$ cat config.mk
export PLATFORM = sky130hd
export DESIGN_NAME = ga_com_req_rx
export DESIGN_NICKNAME = d
export VERILOG_FILES = /design/src/rtl/ga_com_req_rx.sv
export SDC_FILE = /design/constraint.sdc
export NUM_CORES = 1
export LEC_CHECK = 0
export CAP_MARGIN = 0
export CORE_UTILIZATION = 59
export DETAILED_ROUTE_END_ITERATION = 10
export GPL_ROUTABILITY_DRIVEN = 0
export GPL_TIMING_DRIVEN = 0
export PLACE_DENSITY_LB_ADDON = 0.1
export RECOVER_POWER = 25
export SYNTH_ARGS = -nofsm -noshare
export SYNTH_HDL_FRONTEND = slang
export SYNTH_SLANG_ARGS = --single-unit
$ cat constraint.sdc
create_clock -name Ga_clk200 -period 5 [get_ports Ga_clk200]
set_clock_uncertainty 0.1 [all_clocks]
set_input_delay 0.75 -clock Ga_clk200 [delete_from_list [all_inputs] [get_ports Ga_clk200]]
set_output_delay 0.75 -clock Ga_clk200 [all_outputs]
set_load 0.01 [all_outputs]
$ cat src/rtl/ga_com_req_rx.sv
// Open/close command handshake receiver on the 200 MHz acquisition clock.
// Optional ack timeout with WAIT_LOW recovery is enabled by defining GA_RX_TIMEOUT_EN.
module ga_com_req_rx #(
   parameter int unsigned VAL_DEL  = 4,
   parameter int unsigned VAL_DEB  = 3,
   parameter int unsigned SYNC_STG = 2
`ifdef GA_RX_TIMEOUT_EN
   ,
   parameter int unsigned TMO_W    = 16
`endif
) (
   input  logic       Ga_clk200,
   input  logic       Ga_rst_n,
   input  logic       Ga_open_req,
   input  logic       Ga_close_req,
   output logic       Ga_open_ack,
   output logic       Ga_close_ack,
   output logic       Ga_com_open,
   output logic       Ga_com_close,
   output logic       Ga_com_state,
   output logic       Ga_err,
   output logic [7:0] Ga_err_cnt
);

   localparam int unsigned NCH   = 2;   // channel 0 = open, 1 = close
   localparam int unsigned DEL_W = (VAL_DEL < 1) ? 1 : $clog2(VAL_DEL + 1);
   localparam int unsigned DEB_W = (VAL_DEB < 2) ? 1 : $clog2(VAL_DEB);

`ifdef GA_RX_TIMEOUT_EN
   typedef enum logic [1:0] {IDLE, DELAY, ACKED, WAIT_LOW} state_t;
`else
   typedef enum logic [1:0] {IDLE, DELAY, ACKED} state_t;
`endif

   logic [NCH-1:0]      req;
   logic [SYNC_STG-1:0] sync_q [NCH];
   logic [DEB_W-1:0]    deb_q  [NCH];
   logic [DEB_W-1:0]    deb_d  [NCH];
   logic [NCH-1:0]      filt_q, filt_d;
   logic [NCH-1:0]      rise_c, fall_c;

   state_t              state_q [NCH];
   state_t              state_d [NCH];
   logic [DEL_W-1:0]    dly_q   [NCH];
   logic [DEL_W-1:0]    dly_d   [NCH];
   logic [NCH-1:0]      ack_q, ack_d;
   logic [NCH-1:0]      fire_c, abort_c, tmo_c;
`ifdef GA_RX_TIMEOUT_EN
   logic [TMO_W-1:0]    tmo_q   [NCH];
   logic [TMO_W-1:0]    tmo_d   [NCH];
`endif

   logic                com_open_q, com_close_q, com_state_q, err_q;
   logic [7:0]          err_cnt_q;
   logic                err_c;

   assign req = {Ga_close_req, Ga_open_req};

   // Debounce: filtered level flips after VAL_DEB consecutive differing synced samples.
   always_comb begin
      filt_d = filt_q;
      rise_c = '0;
      fall_c = '0;
      for (int i = 0; i < NCH; i++) begin
         deb_d[i] = '0;
         if (sync_q[i][SYNC_STG-1] != filt_q[i]) begin
            if (deb_q[i] == DEB_W'(VAL_DEB - 1)) begin
               filt_d[i] = ~filt_q[i];
               rise_c[i] = ~filt_q[i];
               fall_c[i] = filt_q[i];
            end else begin
               deb_d[i] = deb_q[i] + DEB_W'(1);
            end
         end
      end
   end

   // Channel FSMs react to the filter toggle in the same cycle it happens.
   always_comb begin
      fire_c  = '0;
      abort_c = '0;
      tmo_c   = '0;
      ack_d   = ack_q;
      for (int i = 0; i < NCH; i++) begin
         state_d[i] = state_q[i];
         dly_d[i]   = dly_q[i];
`ifdef GA_RX_TIMEOUT_EN
         tmo_d[i]   = '0;
`endif
         case (state_q[i])
            IDLE: begin
               if (rise_c[i]) begin
                  if (VAL_DEL == 0) begin
                     fire_c[i]  = 1'b1;
                     ack_d[i]   = 1'b1;
                     state_d[i] = ACKED;
                  end else begin
                     dly_d[i]   = DEL_W'(VAL_DEL);
                     state_d[i] = DELAY;
                  end
               end
            end
            DELAY: begin
               if (fall_c[i]) begin
                  abort_c[i] = 1'b1;
                  state_d[i] = IDLE;
               end else if (dly_q[i] == DEL_W'(1)) begin
                  fire_c[i]  = 1'b1;
                  ack_d[i]   = 1'b1;
                  state_d[i] = ACKED;
               end else begin
                  dly_d[i] = dly_q[i] - DEL_W'(1);
               end
            end
            ACKED: begin
               if (fall_c[i]) begin
                  ack_d[i]   = 1'b0;
                  state_d[i] = IDLE;
               end
`ifdef GA_RX_TIMEOUT_EN
               else if (tmo_q[i] == {{(TMO_W-1){1'b1}}, 1'b0}) begin
                  tmo_c[i]   = 1'b1;
                  ack_d[i]   = 1'b0;
                  state_d[i] = WAIT_LOW;
               end else begin
                  tmo_d[i] = tmo_q[i] + TMO_W'(1);
               end
`endif
            end
`ifdef GA_RX_TIMEOUT_EN
            WAIT_LOW: begin
               if (fall_c[i]) begin
                  state_d[i] = IDLE;
               end
            end
`endif
            default: begin
               state_d[i] = IDLE;
               ack_d[i]   = 1'b0;
            end
         endcase
      end
      // Simultaneous fire: close wins, open still acks, flagged as an error.
      err_c = (|abort_c) | (|tmo_c) | (fire_c[0] & fire_c[1]);
   end

   always_ff @(posedge Ga_clk200 or negedge Ga_rst_n) begin
      if (!Ga_rst_n) begin
         for (int i = 0; i < NCH; i++) begin
            sync_q[i]  <= '0;
            deb_q[i]   <= '0;
            dly_q[i]   <= '0;
            state_q[i] <= IDLE;
`ifdef GA_RX_TIMEOUT_EN
            tmo_q[i]   <= '0;
`endif
         end
         filt_q      <= '0;
         ack_q       <= '0;
         com_open_q  <= 1'b0;
         com_close_q <= 1'b0;
         com_state_q <= 1'b0;
         err_q       <= 1'b0;
         err_cnt_q   <= '0;
      end else begin
         for (int i = 0; i < NCH; i++) begin
            sync_q[i]  <= {sync_q[i][SYNC_STG-2:0], req[i]};
            deb_q[i]   <= deb_d[i];
            dly_q[i]   <= dly_d[i];
            state_q[i] <= state_d[i];
`ifdef GA_RX_TIMEOUT_EN
            tmo_q[i]   <= tmo_d[i];
`endif
         end
         filt_q      <= filt_d;
         ack_q       <= ack_d;
         com_open_q  <= fire_c[0] & ~fire_c[1];
         com_close_q <= fire_c[1];
         err_q       <= err_c;
         if (com_open_q) begin
            com_state_q <= 1'b1;
         end else if (com_close_q) begin
            com_state_q <= 1'b0;
         end
         if (err_c && (err_cnt_q != 8'hFF)) begin
            err_cnt_q <= err_cnt_q + 8'd1;
         end
      end
   end

   assign Ga_open_ack  = ack_q[0];
   assign Ga_close_ack = ack_q[1];
   assign Ga_com_open  = com_open_q;
   assign Ga_com_close = com_close_q;
   assign Ga_com_state = com_state_q;
   assign Ga_err       = err_q;
   assign Ga_err_cnt   = err_cnt_q;

endmodule
==> results of run 1 <==
stage by stage:
| stage | instances | hold WS (ps) | power, mW | setup slack, ps |
|---|---|---|---|---|
| final | 198 | 256.9 | 0.8578 | 2778 |
| after global routing | 198 | 263.4 | 0.9225 | 2546 |
| after floorplan | 144 | 231.2 | 0.6254 | 3080 |
| after detailed placement | 191 | 239.5 | 0.7252 | 2855 |
| after CTS | 198 | 260.5 | 0.8670 | 2773 |
| after global placement | 191 | 233.1 | 0.7031 | 2444 |
synthesized netlist by cell type (all sizes together) (3+ instances only):
library cell | n | share of area (%)
ha | 5 | 3.8
nor2 | 6 | 1.4
nor3 | 5 | 1.5
a211oi | 3 | 2.0
a21oi | 7 | 2.4
dfrtp | 34 | 52
inv | 12 | 2.8
o21ai | 7 | 2.1
nor3b | 3 | 1.4
nand2b | 8 | 3.1
mux2 | 6 | 4.6
xnor2 | 3 | 1.6
nand3 | 6 | 1.8
nand2 | 7 | 1.6
power breakdown:
part           switching, mW  internal [mW]  total [mW]
sequential            0.0724          0.351       0.423
clock                 0.0861         0.0530       0.139
combinational          0.145          0.151       0.296
total                  0.303          0.555       0.858
sequential cells by signal (all words and copies together) (netlist names):
signal        count
Ga_com_close      1
Ga_com_open       1
Ga_com_state      1
Ga_err            1
Ga_err_cnt        8
ack_q             2
deb_q             4
dly_q             6
filt_q            2
state_q           4
sync_q            4
per-layer routing:
metal  vias up  global-route usage, %  share of wire, %
li1        563                      -                 -
met4         0                  8.974               1.7
met1       577                  26.65                47
met3         6                  8.611               4.7
met5         -                      0                 0
met2        30                  37.35                46
cell type report:
| type | count | area, um2 | share of cell area (%) |
|---|---|---|---|
| buffer | 2 | 18.77 | 0.9980 |
| clock buffer | 7 | 45.04 | 2.395 |
| inverter | 12 | 45.04 | 2.395 |
| multi-input combinational | 96 | 719.4 | 38.26 |
| sequential | 34 | 850.8 | 45.24 |
| tap | 30 | 37.54 | 1.996 |
| timing repair buffer | 17 | 163.9 | 8.716 |
worst min-delay path by stage:
stage,startpoint,endpoint,slack [ps],cells after the start
final,sync_q[0],sync_q[1],260,0
after global routing,sync_q[0],sync_q[1],260,0
after CTS,sync_q[0],sync_q[1],260,0
after detailed placement,sync_q[0],sync_q[1],240,0
after global placement,sync_q[2],sync_q[3],230,0
after floorplan,sync_q[0],sync_q[1],230,0
cell families (layout without fill, tap and decap cells):
group	count (synthesis)	in the layout	share of synthesized area [%]
adders and majority gates	5	5	3.828
DFF	34	34	52.07
xor gates and xnor gates	5	5	2.680
AOI/OAI and AO/OA	27	27	12.33
muxes	8	8	5.819
buffers and inverters	14	38	3.905
and+or+nand+nor	51	51	19.37
==> flow_metrics.tcl, run 1 <==
set metrics [dict create \
    outcome "complete, but fails checks" \
    failed_checks "max-capacitance violations, max-slew violations" \
    synth_area_per_cell_um2 11.35 \
    synth-seq-cells 34 \
    dp_hpwl_um 1964 \
    crit_buf_inv 1 \
    first_pass_iters 4 \
    core.rowCount 18 \
    worstPathCellList "clkdlybuf4s50_1" \
    numCtsBuffers 5 \
    max_slew_margin_pct -18.74 \
    worstSkewPairLatency_ps 340 \
    syn2layout_area_growth_pct 15.08 \
    slowest_stage "clkdlybuf4s50_1" \
    leakage_nw 0.8152 \
    path_max_fanout 7 \
    most-common-layout-cells "dfrtp_1 (34), clkdlybuf4s50_1 (14), inv_1 (12)" \
    ys.warnings.count 0 \
    max-clock-path-buffers 2 \
    clk_pin_slew_ps 100 \
    min_period_ps 2222 \
    crit_cells 1 \
    drtIter0Drc 34 \
    worstMarginPinSlew_ps 1781 \
    die_w_um 54.63 \
    io_pins 18 \
    nets 177 \
    cpLargestDelayFamily "buffers and inverters" \
    syn-num-nets 153 \
    cts_resized 0 \
    path_class "reg -> out" \
    first_global_vias 1090 \
    grt_max_degree 35 \
    port_buffers 17 \
    cts-root-buf "clkbuf_4" \
    ys_async_sr_fraction_pct 100.0 \
    wirelength_um 2791 \
    powerDensity_mw_per_mm2 456.1 \
    r2r-end "Ga_err_cnt[7]" \
    hold_viol 0 \
    overflow 0 \
    hold_class "reg -> reg" \
    drive_gt1_share_pct 10.12 \
    finalCritPeriodShare_pct 44.44 \
    synth_ff_type "dfrtp_1" \
    clkSinkCount 34 \
    fin_util_pct 73.89 \
    synth_edf_count 0 \
    layout_commonest_cell "dfrtp_1" \
    cp-startpoint "Ga_err_cnt[2]" \
    ant_nets 0 \
    finalSetupViolCount 0 \
    vias_per_cell 5.939 \
    critPathArrivalTime_ps 1370 \
    r2r_slack_ps 2850 \
    start_util_pct 64.21 \
    fillers 198 \
    cts_tree "done" \
    holdBufCountCts 0 \
    num_vias 1176 \
    max_stage_delay_ps 580 \
    max_cap_violations 1 \
    avgRoutedWirePerCell_um 14.10 \
    worstSetupStartpointType "register" \
    setup_tns_ps 0 \
    n_antenna_cell 0 \
    fp.coreArea_mm2 0.002545 \
    final_area_mm2 0.001881 \
    grt_pass1_wl_um 4657 \
    post_cts_buffers 0 \
    critPathCapture "Ga_err_cnt[2]" \
    critPathRequiredTime_ps 4150 \
    antenna_found_initial 0 \
    track_usage_pct 22.78 \
    r2r_start "dly_q[4]" \
    yosysSeqAreaShare_pct 52.07 \
    syn-cell-area_mm2 0.001634 \
    die_y_um 54.63 \
    htreeDepth 2 \
    drv_slew 35 \
    worstRegToRegCells 6 \
    netlist_instances 144 \
    fmax_mhz 450.1 \
    irDropWorstVdd_v 0.0003520 \
    rsz0062_at_grt "no" \
    die-area_mm2 0.002984 \
    synth.distinct_cells 45 \
    placed_area_mm2 0.001837 \
    drc_errors 0 \
    worstSetupEndpointType "output port" \
]
No activity file was read; power rests on OpenSTA's default activity.
==> run 2, diff against run 1 <==
--- a/config.mk
+++ b/config.mk
@@ -6,7 +6,7 @@
 export NUM_CORES = 1
 export LEC_CHECK = 0
 export CAP_MARGIN = 0
-export CORE_UTILIZATION = 59
+export CORE_UTILIZATION = 55
 export DETAILED_ROUTE_END_ITERATION = 10
 export GPL_ROUTABILITY_DRIVEN = 0
 export GPL_TIMING_DRIVEN = 0
==> constraint.sdc (replaced) <==
create_clock -name Ga_clk200 -period 2.3 [get_ports Ga_clk200]
set_clock_uncertainty 0.1 [all_clocks]
set_input_delay 0.345 -clock Ga_clk200 [delete_from_list [all_inputs] [get_ports Ga_clk200]]
set_output_delay 0.345 -clock Ga_clk200 [all_outputs]
set_load 0.01 [all_outputs]
==> run 2 against run 1 <==
Compared with the run above: the flow now finishes without violations; cell area grew 2.9%; combinational power grew 120%; global-route usage shrank 1.9 points.
==> flow_metrics.tcl, run 2 (same netlist as run 1, synthesis figures left out) <==
set metrics [dict create \
    outcome "complete, no violations" \
    max_stage_delay_ps 480 \
    clk_pin_slew_ps 90 \
    antenna_found_initial 0 \
    final_area_mm2 0.001936 \
    fmax_mhz 464.5 \
    finalSetupViolCount 0 \
    fin_ws_ps 147.3 \
    post_cts_buffers 0 \
    worstRegToRegCells 6 \
    max_cap_violations 0 \
    cpLargestDelayFamily "simple AND/OR/NAND/NOR gates" \
    r2r_slack_ps 150 \
    hold_start "sync_q[0]" \
    min_to "sync_q[1]" \
    nets 178 \
    cts-root-buf "clkbuf_4" \
    post-place-cells 192 \
    hold_class "reg -> reg" \
    drv_slew 0 \
    drtIter0Drc 33 \
    finalCritPeriodShare_pct 93.59 \
    avgRoutedWirePerCell_um 13.84 \
    slowest_stage "nor4bb_1" \
    wirelength_um 2781 \
    htreeDepth 2 \
    instances_no_fill 201 \
    critPathArrivalTime_ps 2270 \
    ant_nets 0 \
    track_usage_pct 20.86 \
    worstSetupEndpointType "register" \
    core.rowCount 19 \
    largest_register_ffs 8 \
    min_period_ps 2153 \
    worstSkewPairLatency_ps 340 \
    dp_slack_ps 182.5 \
    grt_pass1_wl_um 5009 \
    clkSinkCount 34 \
    holdPathStages 0 \
    vias_per_cell 5.746 \
    powerDensity_mw_per_mm2 1019 \
    layout_commonest_cell "dfrtp_1" \
    die_w_um 56.51 \
    start_util_pct 58.75 \
    die_y_um 56.51 \
    path_max_fanout 8 \
    fp.coreArea_mm2 0.002781 \
    leakage_nw 0.8444 \
    drive_gt1_share_pct 12.35 \
    max-clock-path-buffers 2 \
    drc_errors 0 \
    max_slew_margin_pct 46.23 \
    die-area_mm2 0.003193 \
    rsz0062_at_grt "no" \
    fin_util_pct 69.59 \
    worstPathCellList "inv_1 > ha_1 > nor4bb_1 > a32oi_4 > a211oi_2 > mux2_4" \
    num_vias 1155 \
    first_pass_iters 4 \
    overflow 0 \
    worstMarginPinSlew_ps 806.6 \
    grt_max_degree 35 \
    hold_viol 0 \
    r2r-end "Ga_err_cnt[6]" \
    r2r_start "dly_q[4]" \
    numCtsBuffers 5 \
    dp_hpwl_um 1968 \
    placed_area_mm2 0.001838 \
    crit_buf_inv 1 \
    cts_tree "done" \
    setup_tns_ps 0 \
    path_class "reg -> reg" \
    most-common-layout-cells "dfrtp_1 (34), clkdlybuf4s50_1 (14), inv_1 (12)" \
    first_global_vias 1176 \
    syn2layout_area_growth_pct 18.45 \
    port_buffers 17 \
    io_pins 18 \
    critPathRequiredTime_ps 2420 \
    irDropWorstVdd_v 0.0007835 \
    worstSetupStartpointType "register" \
    n_antenna_cell 0 \
]
==> run 2: worst max-delay path by stage <==
stage / startpoint / end / slack [ps] / depth (start not counted)
2_1_floorplan: dly_q[4] / Ga_err_cnt[6] / 380 / 6
3_3_place_gp: Ga_rst_n / Ga_err_cnt[5] / 120 / 1
3_5_place_dp: dly_q[4] / Ga_err_cnt[6] / 180 / 6
4_1_cts: dly_q[1] / Ga_err_cnt[6] / 140 / 6
5_1_grt: dly_q[4] / Ga_err_cnt[6] / 70 / 6
6_report: dly_q[4] / Ga_err_cnt[6] / 150 / 6
==> run 2: routing by layer <==
layer  up-vias  GRT usage (%)  share of wire, %
li1        567              -                 -
met2        27          34.79                49
met1       554          24.92                45
met5         -              0                 0
met4         0          11.15               1.8
met3         7          4.839               4.1
==> run 2: per-stage QoR <==
stage / hold slack [ps] / total power, mW
2_1_floorplan: -50.59 / 1.360
3_3_place_gp: 233.0 / 1.527
3_5_place_dp: 246.0 / 1.567
4_1_cts: 267.2 / 1.974
5_1_grt: 277.1 / 2.140
6_report: 261.9 / 1.971
==> run 2: cell type report <==
| cell class | count | area [um2] |
|---|---|---|
| Sequential cell | 34 | 850.8 |
| Fill cell | 201 | 845.8 |
| Multi-Input combinational cell | 96 | 728.2 |
| Timing Repair Buffer | 18 | 175.2 |
| Clock buffer | 8 | 78.83 |
| Inverter | 12 | 45.04 |
| Tap cell | 31 | 38.79 |
| Buffer | 2 | 18.77 |
==> run 2: timing repair <==
item                                   in CTS  in global routing
setup endpoints to repair                   0                  1
hold buffers                                1                  0
resized for setup                           0                  1
endpoints found under the hold margin      27                  0
==> run 2: report_power, final <==
| part | internal [mW] | switching [mW] | total, mW |
|---|---|---|---|
| registers | 0.762 | 0.166 | 0.928 |
| logic | 0.339 | 0.305 | 0.644 |
| clock network | 0.209 | 0.191 | 0.400 |
| total | 1.31 | 0.662 | 1.97 |
==> run 3, diff against run 2 <==
--- a/config.mk
+++ b/config.mk
@@ -5,7 +5,7 @@
 export SDC_FILE = /design/constraint.sdc
 export NUM_CORES = 1
 export LEC_CHECK = 0
-export CAP_MARGIN = 0
+export CAP_MARGIN = 20
 export CORE_UTILIZATION = 55
 export DETAILED_ROUTE_END_ITERATION = 10
 export GPL_ROUTABILITY_DRIVEN = 0
==> results of run 3 <==
No change in the layout: final DEF, timing and power equal those of run 2.
